$ cat config.mk
export PLATFORM = sky130hd
export DESIGN_NAME = fifo_rd_prefetch
export DESIGN_NICKNAME = d
export VERILOG_FILES = /design/src/rtl/fifo_rd_prefetch.sv
export SDC_FILE = /design/constraint.sdc
export NUM_CORES = 1
export LEC_CHECK = 0
export BUFFER_PORTS_ARGS = -buffer_cell sky130_fd_sc_hd__clkbuf_2
export CORE_UTILIZATION = 25
export DETAILED_ROUTE_END_ITERATION = 8
export SETUP_SLACK_MARGIN = 0.3
export SLEW_MARGIN = 20
export SYNTH_ARGS = -nofsm -noshare
export SYNTH_HDL_FRONTEND = slang
export SYNTH_SLANG_ARGS = --single-unit
export TNS_END_PERCENT = 20
$ cat constraint.sdc
create_clock -name i_clk -period 1.9 [get_ports i_clk]
set_input_delay 0.19 -clock i_clk [delete_from_list [all_inputs] [get_ports i_clk]]
set_output_delay 0.19 -clock i_clk [all_outputs]
set_load 0.02 [all_outputs]
$ cat src/rtl/fifo_rd_prefetch.sv
// Read-side unloader: pops the FIFO, captures RAM data a cycle later and
// presents it as a valid/ready stream through a 3-entry prefetch buffer.
module fifo_rd_prefetch #(
  parameter int unsigned DATA_WIDTH = 8,
  parameter int unsigned LVL_WIDTH  = 2
) (
  input  logic                  i_clk,
  input  logic                  i_rst,
  input  logic                  i_empty,
  output logic                  o_pop,
  input  logic [DATA_WIDTH-1:0] i_rdata,
  input  logic                  i_flush,
  output logic                  o_valid,
  input  logic                  i_ready,
  output logic [DATA_WIDTH-1:0] o_data,
  output logic [LVL_WIDTH-1:0]  o_level
);

  localparam int unsigned DEPTH = 3;
  localparam int unsigned IW    = 2;

  logic [IW-1:0]         occ;
  logic [IW-1:0]         head;
  logic [IW-1:0]         tail;
  logic                  infl;
  logic [DATA_WIDTH-1:0] mem [DEPTH];
  logic [DATA_WIDTH-1:0] head_data;
  logic                  deq;

  function automatic logic [IW-1:0] idx_inc(input logic [IW-1:0] idx);
    return (idx == IW'(DEPTH - 1)) ? '0 : idx + IW'(1);
  endfunction

  // Pop only when the word (plus any in flight) is guaranteed a buffer slot
  always_comb begin
    o_pop   = !i_rst && !i_flush && !i_empty &&
              ((3'(occ) + 3'(infl)) < 3'(DEPTH));
    o_valid = !i_rst && !i_flush && (occ != '0);
    deq     = o_valid && i_ready;
    o_level = i_rst ? '0 : LVL_WIDTH'(occ);
  end

  always_comb begin
    head_data = '0;
    for (int i = 0; i < DEPTH; i++) begin
      if (head == IW'(i)) head_data = mem[i];
    end
    o_data = i_rst ? '0 : head_data;
  end

  always_ff @(posedge i_clk) begin
    if (i_rst) begin
      occ  <= '0;
      infl <= 1'b0;
      head <= '0;
      tail <= '0;
      for (int i = 0; i < DEPTH; i++) mem[i] <= '0;
    end else if (i_flush) begin
      // Read pointer is not rewound: in-flight and buffered words are dropped
      occ  <= '0;
      infl <= 1'b0;
      head <= '0;
      tail <= '0;
    end else begin
      infl <= o_pop;
      if (infl) begin
        for (int i = 0; i < DEPTH; i++) begin
          if (tail == IW'(i)) mem[i] <= i_rdata;
        end
        tail <= idx_inc(tail);
      end
      if (deq) head <= idx_inc(head);
      case ({infl, deq})
        2'b10:   occ <= occ + IW'(1);
        2'b01:   occ <= occ - IW'(1);
        default: occ <= occ;
      endcase
    end
  end

endmodule

==> parameters.txt, run 1 <==
Parameter                              Value

Timing
  Tightest slew margin relative to the limit ... 0.667
  Hold WS ... 114 ps
  Final-report max-slew violation count ... 0
  Hold Fails Final Rpt ... 0
  Clock period minus final worst setup slack ... 1670 ps
  Final worst-path cycle share ... 0.878
  Setup repair after global routing missed its margin ... true
  Transition at the pin with the smallest max-transition slack ... 499 ps
  Max Fclk ... 599 MHz
  Worst clock skew ... 6.33 ps
  Final setup viols ... 0
  Total negative setup slack ... 0 ps

Die
  Initial cell density of the core ... 0.267
  DIE AREA ... 5900 µm²
  Number of standard-cell rows in the floorplan ... 26
  Area of the core ... 5240 µm²
  I/O pin count ... 25
  Die outline height ... 76.8 µm
  Chip Width ... 76.8 µm

Detailed routing
  Drt total wl ... 2680 µm
  First drt pass iteration count ... 4
  Drt drc ... 0
  Vias after detailed routing ... 944
  Vias per cell ... 4.23
  Remaining antenna violation count after routing ... 0
  Violation count after the first detailed-route iteration ... 29
  Wire length per cell after detailed routing ... 12.0 µm

Logic synthesis
  Leading area contributor after synthesis ... sky130_fd_sc_hd__edfxtp_1
  Cell count after synthesis ... 115
  Largest cells by area after synthesis ... sky130_fd_sc_hd__edfxtp_1, sky130_fd_sc_hd__dfxtp_1, sky130_fd_sc_hd__mux2i_1, sky130_fd_sc_hd__or2_1, sky130_fd_sc_hd__a21oi_1
  Post-synth EDFFs ... 24
  Flip-flop cell with the highest count after synthesis ... sky130_fd_sc_hd__edfxtp_1
  Number of unique standard cell types used by synthesis ... 24
  Synthesized Nets ... 131
  Most frequent cells after synthesis ... sky130_fd_sc_hd__edfxtp_1, sky130_fd_sc_hd__a21oi_1, sky130_fd_sc_hd__mux2i_1, sky130_fd_sc_hd__nand2_1, sky130_fd_sc_hd__or2_1
  Register bit count reported by yosys ... 31
  Most repeated cell in the gate-level netlist after synthesis ... sky130_fd_sc_hd__edfxtp_1
  Async S/R FF share, synth ... 0
  Sequential share of the synthesized area ... 0.615
  Warnings, synthesis ... 0
  Top cell type's share of synthesized area ... 0.515
  Combined area of all synthesized cells ... 1400 µm²
  Mean Syn Cell Area ... 12.2 µm²

Worst setup path
  Nature of the critical path endpoint ... output pin
  Largest fanout of any net on the critical path ... 2
  Critical path start-end classification ... reg2out
  Endpoint arrival time on the critical path ... 1480 ps
  Data required, critical path ... 1710 ps
  Startpoint type of the worst setup path ... flip-flop

CTS
  TritonCTS Sinks ... 31
  Buffer type at the clock tree root ... sky130_fd_sc_hd__clkbuf_8
  Clock tree from TritonCTS ... built
  CTS HTree Levels ... 2
  CTS buffer count ... 5
  Clock slew at the register clock pins of the worst setup and hold paths ... 60 ps
  Clk_lat worst skew ... 280 ps
  Max Root-Sink Buffers ... 2

Final layout
  Final Util ... 0.351
  Layout overhead on the synthesized area ... 31.5%
  Count of nets after finishing ... 168
  Final cell count without fillers ... 223
  Combined area of the multi-input logic cells ... 553 µm²
  Number of fill cells in the layout ... 517
  Share of cells above drive strength 1 ... 0.340
  Antenna diodes ... 0
  Register area ... 873 µm²
  Final instance area ... 1840 µm²

Place
  Detailed placer's ending HPWL ... 1880 µm
  Cell count after placement ... 213
  IO buf count ... 24
  Gp weighted congestion ... 0.693
  Placed inst area ... 1660 µm²

Flow run
  Count of maximum capacitance violations ... 0

Power
  Max rail drop VDD ... 479 µV
  Power per unit of standard cell area ... 806 nW/µm²
  Leakage dissipation ... 0.682 nW

Status
  Status ... complete, no violations

GRT
  Remaining global-route overflow ... 0
  Global-route wire length before repair ... 4380 µm
  Via count of the first global-routing pass ... 902
  Total routing resource utilization after global routing ... 0.0985
  Pin count of the biggest net entering global routing ... 13
  Number of antenna violations at the first check in global routing ... 0

Hold path
  Path class of the lowest-slack min-delay path ... in2reg
==> stage by stage <==
step	setup WS, ps	total power, W
2_1_floorplan	313	0.000834
3_3_place_gp	263	0.000882
5_1_grt	177	0.00154
6_report	232	0.00148
3_5_place_dp	260	0.000883
4_1_cts	190	0.00151
==> worst max-delay path, cell delays in order, from the launching register on <==
cell	delay, ps
sky130_fd_sc_hd__dfxtp_4	350
sky130_fd_sc_hd__ha_4	160
sky130_fd_sc_hd__ha_4	220
sky130_fd_sc_hd__a2111oi_4	270
sky130_fd_sc_hd__buf_4	190
==> per-layer routing <==
metal,GRT usage,wire length [µm]
met4,0.0462,45
met5,0,0
met2,0.164,1300
met1,0.113,1230
met3,0.0333,95
==> path summary, 6_finish.rpt <==
kind / slack (ps) / depth (start not counted) / from / end
setup / recovery: 230 / 4 / occ[0] / o_pop
setup reg to reg: 260 / 6 / occ[0] / occ[1]
hold reg to reg: 480 / 2 / head[0] / head[0]
hold / removal: 110 / 2 / i_empty / infl
==> flip-flops by register name (all words and copies together) (netlist names) <==
register	flops
mem	24
head	2
occ	2
tail	2
infl	1
==> logic make-up after synthesis <==
group	after synthesis	synth area share
AND/OR/NAND/NOR	42	0.158
XOR/XNOR	2	0.0125
buffers and inverters	8	0.0250
AO/OA/AOI/OAI	19	0.0911
adder cells (fa/ha/maj)	3	0.0268
multiplexers	10	0.0715
flip-flops	31	0.615
==> placed cells by master (no fill, tap or decap) <==
cell type,instances
sky130_fd_sc_hd__edfxtp_1,24
sky130_fd_sc_hd__clkbuf_2,20
sky130_fd_sc_hd__buf_4,12
sky130_fd_sc_hd__a21oi_1,11
sky130_fd_sc_hd__mux2i_1,10
sky130_fd_sc_hd__nand2_1,10
sky130_fd_sc_hd__or2_1,9
sky130_fd_sc_hd__and2_1,8
sky130_fd_sc_hd__nor2_1,7
sky130_fd_sc_hd__clkbuf_8,5
sky130_fd_sc_hd__nor2b_1,4
sky130_fd_sc_hd__inv_1,3
sky130_fd_sc_hd__dfxtp_1,3
sky130_fd_sc_hd__dfxtp_4,3
sky130_fd_sc_hd__o21ai_0,2
sky130_fd_sc_hd__o31ai_1,2
sky130_fd_sc_hd__or3_1,2
sky130_fd_sc_hd__ha_4,2
sky130_fd_sc_hd__buf_2,2
sky130_fd_sc_hd__o21ai_4,1
sky130_fd_sc_hd__nand2b_1,1
sky130_fd_sc_hd__a211oi_2,1
sky130_fd_sc_hd__a2111oi_4,1
sky130_fd_sc_hd__xnor2_1,1
sky130_fd_sc_hd__a2111oi_2,1
sky130_fd_sc_hd__nor3b_1,1
sky130_fd_sc_hd__xor2_1,1
sky130_fd_sc_hd__ha_1,1
sky130_fd_sc_hd__bufinv_16,1
sky130_fd_sc_hd__clkinv_2,1
sky130_fd_sc_hd__clkinv_1,1
sky130_fd_sc_hd__dfxtp_2,1
sky130_fd_sc_hd__clkbuf_4,1
==> where the power goes <==
part,total (W),internal [W],switching (W),leakage (nW)
sequential,0.000759,0.000751,0.00000826,0.306
clock,0.000613,0.000383,0.000230,0.0556
combinational,0.000111,0.0000494,0.0000618,0.321
total,0.00148,0.00118,0.000300,0.682
==> cell type report <==
cell class              instances  share of cell area
flip-flops and latches         31               0.475
inverters                       3             0.00612
well taps                      70              0.0476
repair buffers                 35               0.113
multi-input cells              76               0.300
clock inverters                 3              0.0211
clock buffers                   5              0.0374
==> timing repair <==
item	CTS	global route
cloned	0	0
hold buffers	0	0
pin swaps	1	1
setup endpoints to repair	10	10
resized for setup	13	4
buffers inserted	2	0
(Power assumes the default switching activity.)
==> run 2, diff against run 1 <==
==> constraint.sdc (replaced) <==
create_clock -name i_clk -period 1.9 [get_ports i_clk]
set_input_delay 0.57 -clock i_clk [delete_from_list [all_inputs] [get_ports i_clk]]
set_output_delay 0.57 -clock i_clk [all_outputs]
set_load 0.02 [all_outputs]
==> parameters.txt, run 2 (synthesized netlist as in run 1, its figures left out) <==
Parameter                              Value

Status
  Status ... finished with violations
  Failing checks ... setup timing

Worst setup path
  Endpoint arrival time on the critical path ... 1490 ps (about the same)
  Worst path bufs/invs ... 1 (unchanged)
  Worst R2R Start ... occ[0]
  Data required, critical path ... 1330 ps (-380 ps)
  Cell chain of the critical path ... ha_4 > ha_4 > a2111oi_4 > buf_4
  Startpoint type of the worst setup path ... flip-flop
  Reg2reg setup slack ... 310 ps (+50 ps)
  Largest fanout of any net on the critical path ... 2 (unchanged)
  Delay of the slowest critical-path stage ... 330 ps (-20 ps)
  Nature of the critical path endpoint ... output pin
  Top delay family on crit path ... adder cells
  Critical Path Start ... infl
  Cell seen most often among critical-path stages ... sky130_fd_sc_hd__ha_4
  Critical path start-end classification ... reg2out
  Crit-path slowest cell ... sky130_fd_sc_hd__dfxtp_2

Final layout
  Largest register FFs ... 24 (unchanged)
  Count of nets after finishing ... 182 (+8.3%)
  Final instance area ... 2080 µm² (+13%)
  Number of fill cells in the layout ... 482 (-6.8%)
  Most used cells in the layout excluding fill and tap cells ... sky130_fd_sc_hd__buf_4, sky130_fd_sc_hd__edfxtp_1, sky130_fd_sc_hd__clkbuf_2
  Combined area of the multi-input logic cells ... 632 µm² (+14%)
  Layout overhead on the synthesized area ... 48.5%
  Share of cells above drive strength 1 ... 0.467 (+0.127)
  Register with the highest flop count ... mem
  Register area ... 866 µm² (-0.86%)
  Most frequent standard cell in the layout excluding fill and tap cells ... sky130_fd_sc_hd__buf_4
  Antenna diodes ... 0 (unchanged)

CTS
  Max Root-Sink Buffers ... 2 (unchanged)
  Buffer type at the clock tree root ... sky130_fd_sc_hd__clkbuf_8
  Clock slew at the register clock pins of the worst setup and hold paths ... 60 ps (about the same)
  CTS HTree Levels ... 2 (unchanged)
  Clock tree from TritonCTS ... built
  TritonCTS Sinks ... 31 (unchanged)
  Clk_lat worst skew ... 280 ps (about the same)
  CTS buffer count ... 5 (unchanged)

Timing
  Hold WS ... 486 ps (+371 ps)
  Transition at the pin with the smallest max-transition slack ... 279 ps (-221 ps)
  Clock period minus final worst setup slack ... 2060 ps (+396 ps)
  Final setup viols ... 9 (+9)
  Least setup slack across all paths after layout ... -164 ps (-396 ps)
  Hold Fails Final Rpt ... 0 (unchanged)
  Total negative setup slack ... -540 ps (-540 ps)
  Tightest slew margin relative to the limit ... 0.814 (+0.148)
  Worst clock skew ... 8.54 ps (+2.21 ps)
  Max Fclk ... 484 MHz (-19%)
  Final-report max-slew violation count ... 0 (unchanged)
  Final worst-path cycle share ... 1.09 (+0.208)
  Setup repair after global routing missed its margin ... true

Die
  I/O pin count ... 25 (unchanged)
  Number of standard-cell rows in the floorplan ... 26 (unchanged)
  Die outline height ... 76.8 µm (unchanged)
  Initial cell density of the core ... 0.267 (unchanged)
  Area of the core ... 5240 µm² (unchanged)
  DIE AREA ... 5900 µm² (unchanged)
  Chip Width ... 76.8 µm (unchanged)

Power
  Max rail drop VDD ... 468 µV (-2.5%)
  Leakage dissipation ... 0.771 nW (+13%)
  Final Power ... 0.00138 W (-7.2%)
  Power per unit of standard cell area ... 662 nW/µm² (-18%)

Detailed routing
  Drt drc ... 0 (unchanged)
  Drt total wl ... 2840 µm (+6.3%)
  First drt pass iteration count ... 4 (unchanged)
  Remaining antenna violation count after routing ... 0 (unchanged)
  Vias after detailed routing ... 1,003 (+6.3%)
  Vias per cell ... 4.23 (about the same)
  Violation count after the first detailed-route iteration ... 20 (-31%)
  Wire length per cell after detailed routing ... 12.0 µm (unchanged)

Flow run
  Count of maximum capacitance violations ... 0 (unchanged)

GRT
  Total routing resource utilization after global routing ... 0.103 (+0.00473)
  Via count of the first global-routing pass ... 985 (+9.2%)
  Remaining global-route overflow ... 0 (unchanged)
  Pin count of the biggest net entering global routing ... 13 (unchanged)
  Number of antenna violations at the first check in global routing ... 0 (unchanged)
  Global-route wire length before repair ... 4560 µm (+4.1%)

Place
  Detailed placer's ending HPWL ... 1980 µm (+5.5%)
  IO buf count ... 24 (unchanged)
  Placed inst area ... 1760 µm² (+5.8%)
  Gp weighted congestion ... 0.666 (-3.9%)

Hold path
  Path class of the lowest-slack min-delay path ... in2reg
  Worst Min Path Start ... i_empty
==> run 2: path summary, 6_finish.rpt <==
path / endpoint / cells after the start
worst max-delay path: o_pop / 4
worst min register to register: head[0] / 2
worst min-delay path: infl / 2
worst max register to register: occ[1] / 7
==> run 2: stage by stage <==
step / cells / setup WS, ps / util
finish: 237 / -164 / 0.397
global route: 237 / -215 / 0.397
CTS: 235 / -203 / 0.380
detailed placement: 222 / -73.1 / 0.336
global placement: 222 / -56.6 / 0.336
floorplan: 115 / 69.3 / -
==> run 2: repair_timing <==
item / 4_1_cts / 5_1_grt
gates resized for setup: 34 / 27
cloned: 1 / 0
setup endpoints to repair: 13 / 13
pin swaps: 6 / 8
buffers inserted: 4 / 2
hold buffers: 0 / 0
==> run 2: worst reg2reg max path: stages (launching register included) <==
cell and delay, ps:
sky130_fd_sc_hd__dfxtp_2 340, sky130_fd_sc_hd__buf_4 130, sky130_fd_sc_hd__buf_6 120, sky130_fd_sc_hd__o21ai_4 160
sky130_fd_sc_hd__nor2_4 50, sky130_fd_sc_hd__ha_4 220, sky130_fd_sc_hd__or3_4 380, sky130_fd_sc_hd__a21oi_2 120
==> run 2: power breakdown <==
group / switching, W / internal [W] / leakage, nW
Clock: 0.000224 / 0.000249 / 0.0403
Sequential: 0.00000833 / 0.000755 / 0.305
Combinational: 0.0000697 / 0.0000713 / 0.426
Total: 0.000302 / 0.00107 / 0.771
==> run 2: area by class of cell <==
class | count | area share
Inverter | 3 | 0.00542
Clock inverter | 2 | 0.00361
Tap cell | 70 | 0.0421
Sequential cell | 31 | 0.416
Timing Repair Buffer | 49 | 0.194
Clock buffer | 6 | 0.0349
Multi-Input combinational cell | 76 | 0.304
==> run 2: routing by layer <==
layer	vias up	track usage	wire, µm
met5	-	0	0
met4	0	0.0404	29
li1	511	-	-
met1	472	0.0982	1100
met2	18	0.201	1630
met3	2	0.0333	86
==> run 3, diff against run 2 <==
--- a/config.mk
+++ b/config.mk
@@ -9,6 +9,7 @@
 export CORE_UTILIZATION = 25
 export DETAILED_ROUTE_END_ITERATION = 8
 export SETUP_SLACK_MARGIN = 0.3
+export SKIP_LAST_GASP = 1
 export SLEW_MARGIN = 20
 export SYNTH_ARGS = -nofsm -noshare
 export SYNTH_HDL_FRONTEND = slang
==> parameters.txt, run 3 (synthesized netlist as in run 1, its figures left out) <==
Parameter                              Value

Status
  Status ... finished with violations
  Failing checks ... setup timing

Worst setup path
  Worst Reg2Reg Path Length in Cells ... 8 (+1)
  Cell seen most often among critical-path stages ... sky130_fd_sc_hd__ha_4
  Endpoint arrival time on the critical path ... 1490 ps (about the same)
  Crit-path slowest cell ... sky130_fd_sc_hd__dfxtp_2
  Startpoint type of the worst setup path ... flip-flop
  Worst R2R Start ... occ[0]
  Cell chain of the critical path ... ha_4 > ha_4 > a2111oi_4 > buf_4
  Largest fanout of any net on the critical path ... 2 (unchanged)
  Delay of the slowest critical-path stage ... 330 ps (about the same)
  Nature of the critical path endpoint ... output pin
  Data required, critical path ... 1330 ps (about the same)
  Worst R2R End ... occ[1]
  Critical path start-end classification ... reg2out
  Reg2reg setup slack ... 170 ps (-140 ps)

Detailed routing
  Violation count after the first detailed-route iteration ... 35 (+75%)
  Wire length per cell after detailed routing ... 11.5 µm (-3.8%)
  Vias per cell ... 4.23 (unchanged)
  First drt pass iteration count ... 4 (unchanged)
  Vias after detailed routing ... 1,003 (unchanged)
  Drt total wl ... 2740 µm (-3.8%)
  Remaining antenna violation count after routing ... 0 (unchanged)
  Drt drc ... 0 (unchanged)

Final layout
  Most used cells in the layout excluding fill and tap cells ... sky130_fd_sc_hd__edfxtp_1, sky130_fd_sc_hd__buf_4, sky130_fd_sc_hd__clkbuf_2
  Share of cells above drive strength 1 ... 0.413 (-0.0539)
  Final cell count without fillers ... 237 (unchanged)
  Final Util ... 0.371 (-0.0263)
  Final instance area ... 1940 µm² (-6.6%)
  Antenna diodes ... 0 (unchanged)
  Count of nets after finishing ... 182 (unchanged)
  Layout overhead on the synthesized area ... 38.7%
  Number of fill cells in the layout ... 509 (+5.6%)
  Register with the highest flop count ... mem
  Largest register FFs ... 24 (unchanged)

Timing
  Max Fclk ... 486 MHz (+0.42%)
  Hold Fails Final Rpt ... 0 (unchanged)
  Clock period minus final worst setup slack ... 2060 ps (-8.60 ps)
  Transition at the pin with the smallest max-transition slack ... 283 ps (+4.15 ps)
  Worst clock skew ... 6.82 ps (-1.72 ps)
  Final-report max-slew violation count ... 0 (unchanged)
  Final setup viols ... 9 (unchanged)
  Least setup slack across all paths after layout ... -156 ps (+8.60 ps)
  Setup repair after global routing missed its margin ... true
  Tightest slew margin relative to the limit ... 0.811 (-0.00277)
  Final worst-path cycle share ... 1.08 (-0.00452)

Place
  Gp weighted congestion ... 0.666 (unchanged)
  Cell count after placement ... 222 (unchanged)
  Placed inst area ... 1760 µm² (unchanged)
  IO buf count ... 24 (unchanged)
  Detailed placer's ending HPWL ... 1980 µm (unchanged)

Power
  Cell internal pwr ... 0.00106 W (-1.3%)
  Proportion of power drawn by combinational gates ... 0.089 (-0.013)
  Power dissipated by switching net loads ... 0.000291 W (-3.4%)
  Leakage dissipation ... 0.743 nW (-3.7%)
  Share of total power consumed by net switching ... 0.215 (-0.00361)
  Sequential fraction of design power ... 0.564 (+0.010)
  Clock power share ... 0.346 (+0.003)
  Max rail drop VDD ... 477 µV (+2.0%)
  Power per unit of standard cell area ... 696 nW/µm² (+5.2%)

Hold path
  Number of cells traversed by the worst hold path ... 2 (unchanged)
  Hold Path Sink ... head[0]
  Path class of the lowest-slack min-delay path ... reg2reg
  Worst Min Path Start ... head[0]

Die
  Number of standard-cell rows in the floorplan ... 26 (unchanged)
  I/O pin count ... 25 (unchanged)
  Initial cell density of the core ... 0.267 (unchanged)
  Area of the core ... 5240 µm² (unchanged)
  Die outline height ... 76.8 µm (unchanged)
  DIE AREA ... 5900 µm² (unchanged)
  Chip Width ... 76.8 µm (unchanged)

GRT
  Global-route wire length before repair ... 4460 µm (-2.1%)
  Pin count of the biggest net entering global routing ... 13 (unchanged)
  Remaining global-route overflow ... 0 (unchanged)
  Total routing resource utilization after global routing ... 0.101 (-0.00229)
  Number of antenna violations at the first check in global routing ... 0 (unchanged)
  Via count of the first global-routing pass ... 965 (-2.0%)

CTS
  Clock tree from TritonCTS ... built
  Clk_lat worst skew ... 280 ps (about the same)
  Buffer type at the clock tree root ... sky130_fd_sc_hd__clkbuf_8
  Max Root-Sink Buffers ... 2 (unchanged)
  CTS HTree Levels ... 2 (unchanged)
  Clock slew at the register clock pins of the worst setup and hold paths ... 60 ps (about the same)
  TritonCTS Sinks ... 31 (unchanged)
  CTS buffer count ... 5 (unchanged)

Flow run
  Count of maximum capacitance violations ... 0 (unchanged)
run 3: worst max-delay path, delay by kind of cell (launching register included):
family	cells	cell delay [ps]
buf+inv	1	190
fa+ha+maj	2	400
compound gates	1	280
flops	1	330
run 3: how the worst max path moves through the flow:
stage	startpoint	to	slack (ps)	cells past startpoint
2_1_floorplan	i_rst	o_pop	70	3
4_1_cts	occ[0]	o_pop	-200	4
6_report	infl	o_pop	-160	4
3_3_place_gp	i_rst	o_pop	-60	4
5_1_grt	occ[0]	o_pop	-220	4
3_5_place_dp	i_rst	o_pop	-70	4
run 3: per-stage QoR:
stage                     total power, W  hold slack [ps]  setup WS (ps)  setup TNS, ps
after floorplan                 0.000838              522           69.3              0
after global placement          0.000890              473          -56.6          -56.6
after detailed placement        0.000891              476          -73.1          -75.9
after CTS                        0.00137              479           -203          -1190
after global routing             0.00142              487           -219          -1470
final                            0.00135              486           -156           -714
run 3: area by class of cell:
class	instances	area, µm²	area share
timing repair buffer	49	327	0.168
multi-input combinational	76	572	0.294
clock buffer	6	72.6	0.0374
sequential	31	865	0.445
clock inverter	2	7.51	0.00387
inverter	3	11.3	0.00580
tap	70	87.6	0.0451
run 3: what timing repair did:
| action | CTS | global route |
|---|---|---|
| endpoints found under the setup margin | 13 | 13 |
| gates cloned | 1 | 0 |
| pin swaps | 4 | 0 |
| resized for setup | 12 | 7 |
| setup buffers | 4 | 2 |
| hold buffers | 0 | 0 |
run 3: power by group through the flow:
stage	sequential [W]	combinational [W]	clock [W]
floorplan	0.000776	0.0000619	0
global placement	0.000776	0.000114	0
detailed placement	0.000777	0.000114	0
CTS	0.000763	0.000119	0.000487
global route	0.000764	0.000132	0.000519
finish	0.000763	0.000121	0.000468
run 3: per-layer routing:
metal,vias to the layer above,GRT usage,wire [µm]
met5,-,0,0
met4,0,0.0404,29
met3,2,0.0333,83
met2,20,0.194,1510
met1,470,0.0975,1110
li1,511,-,-
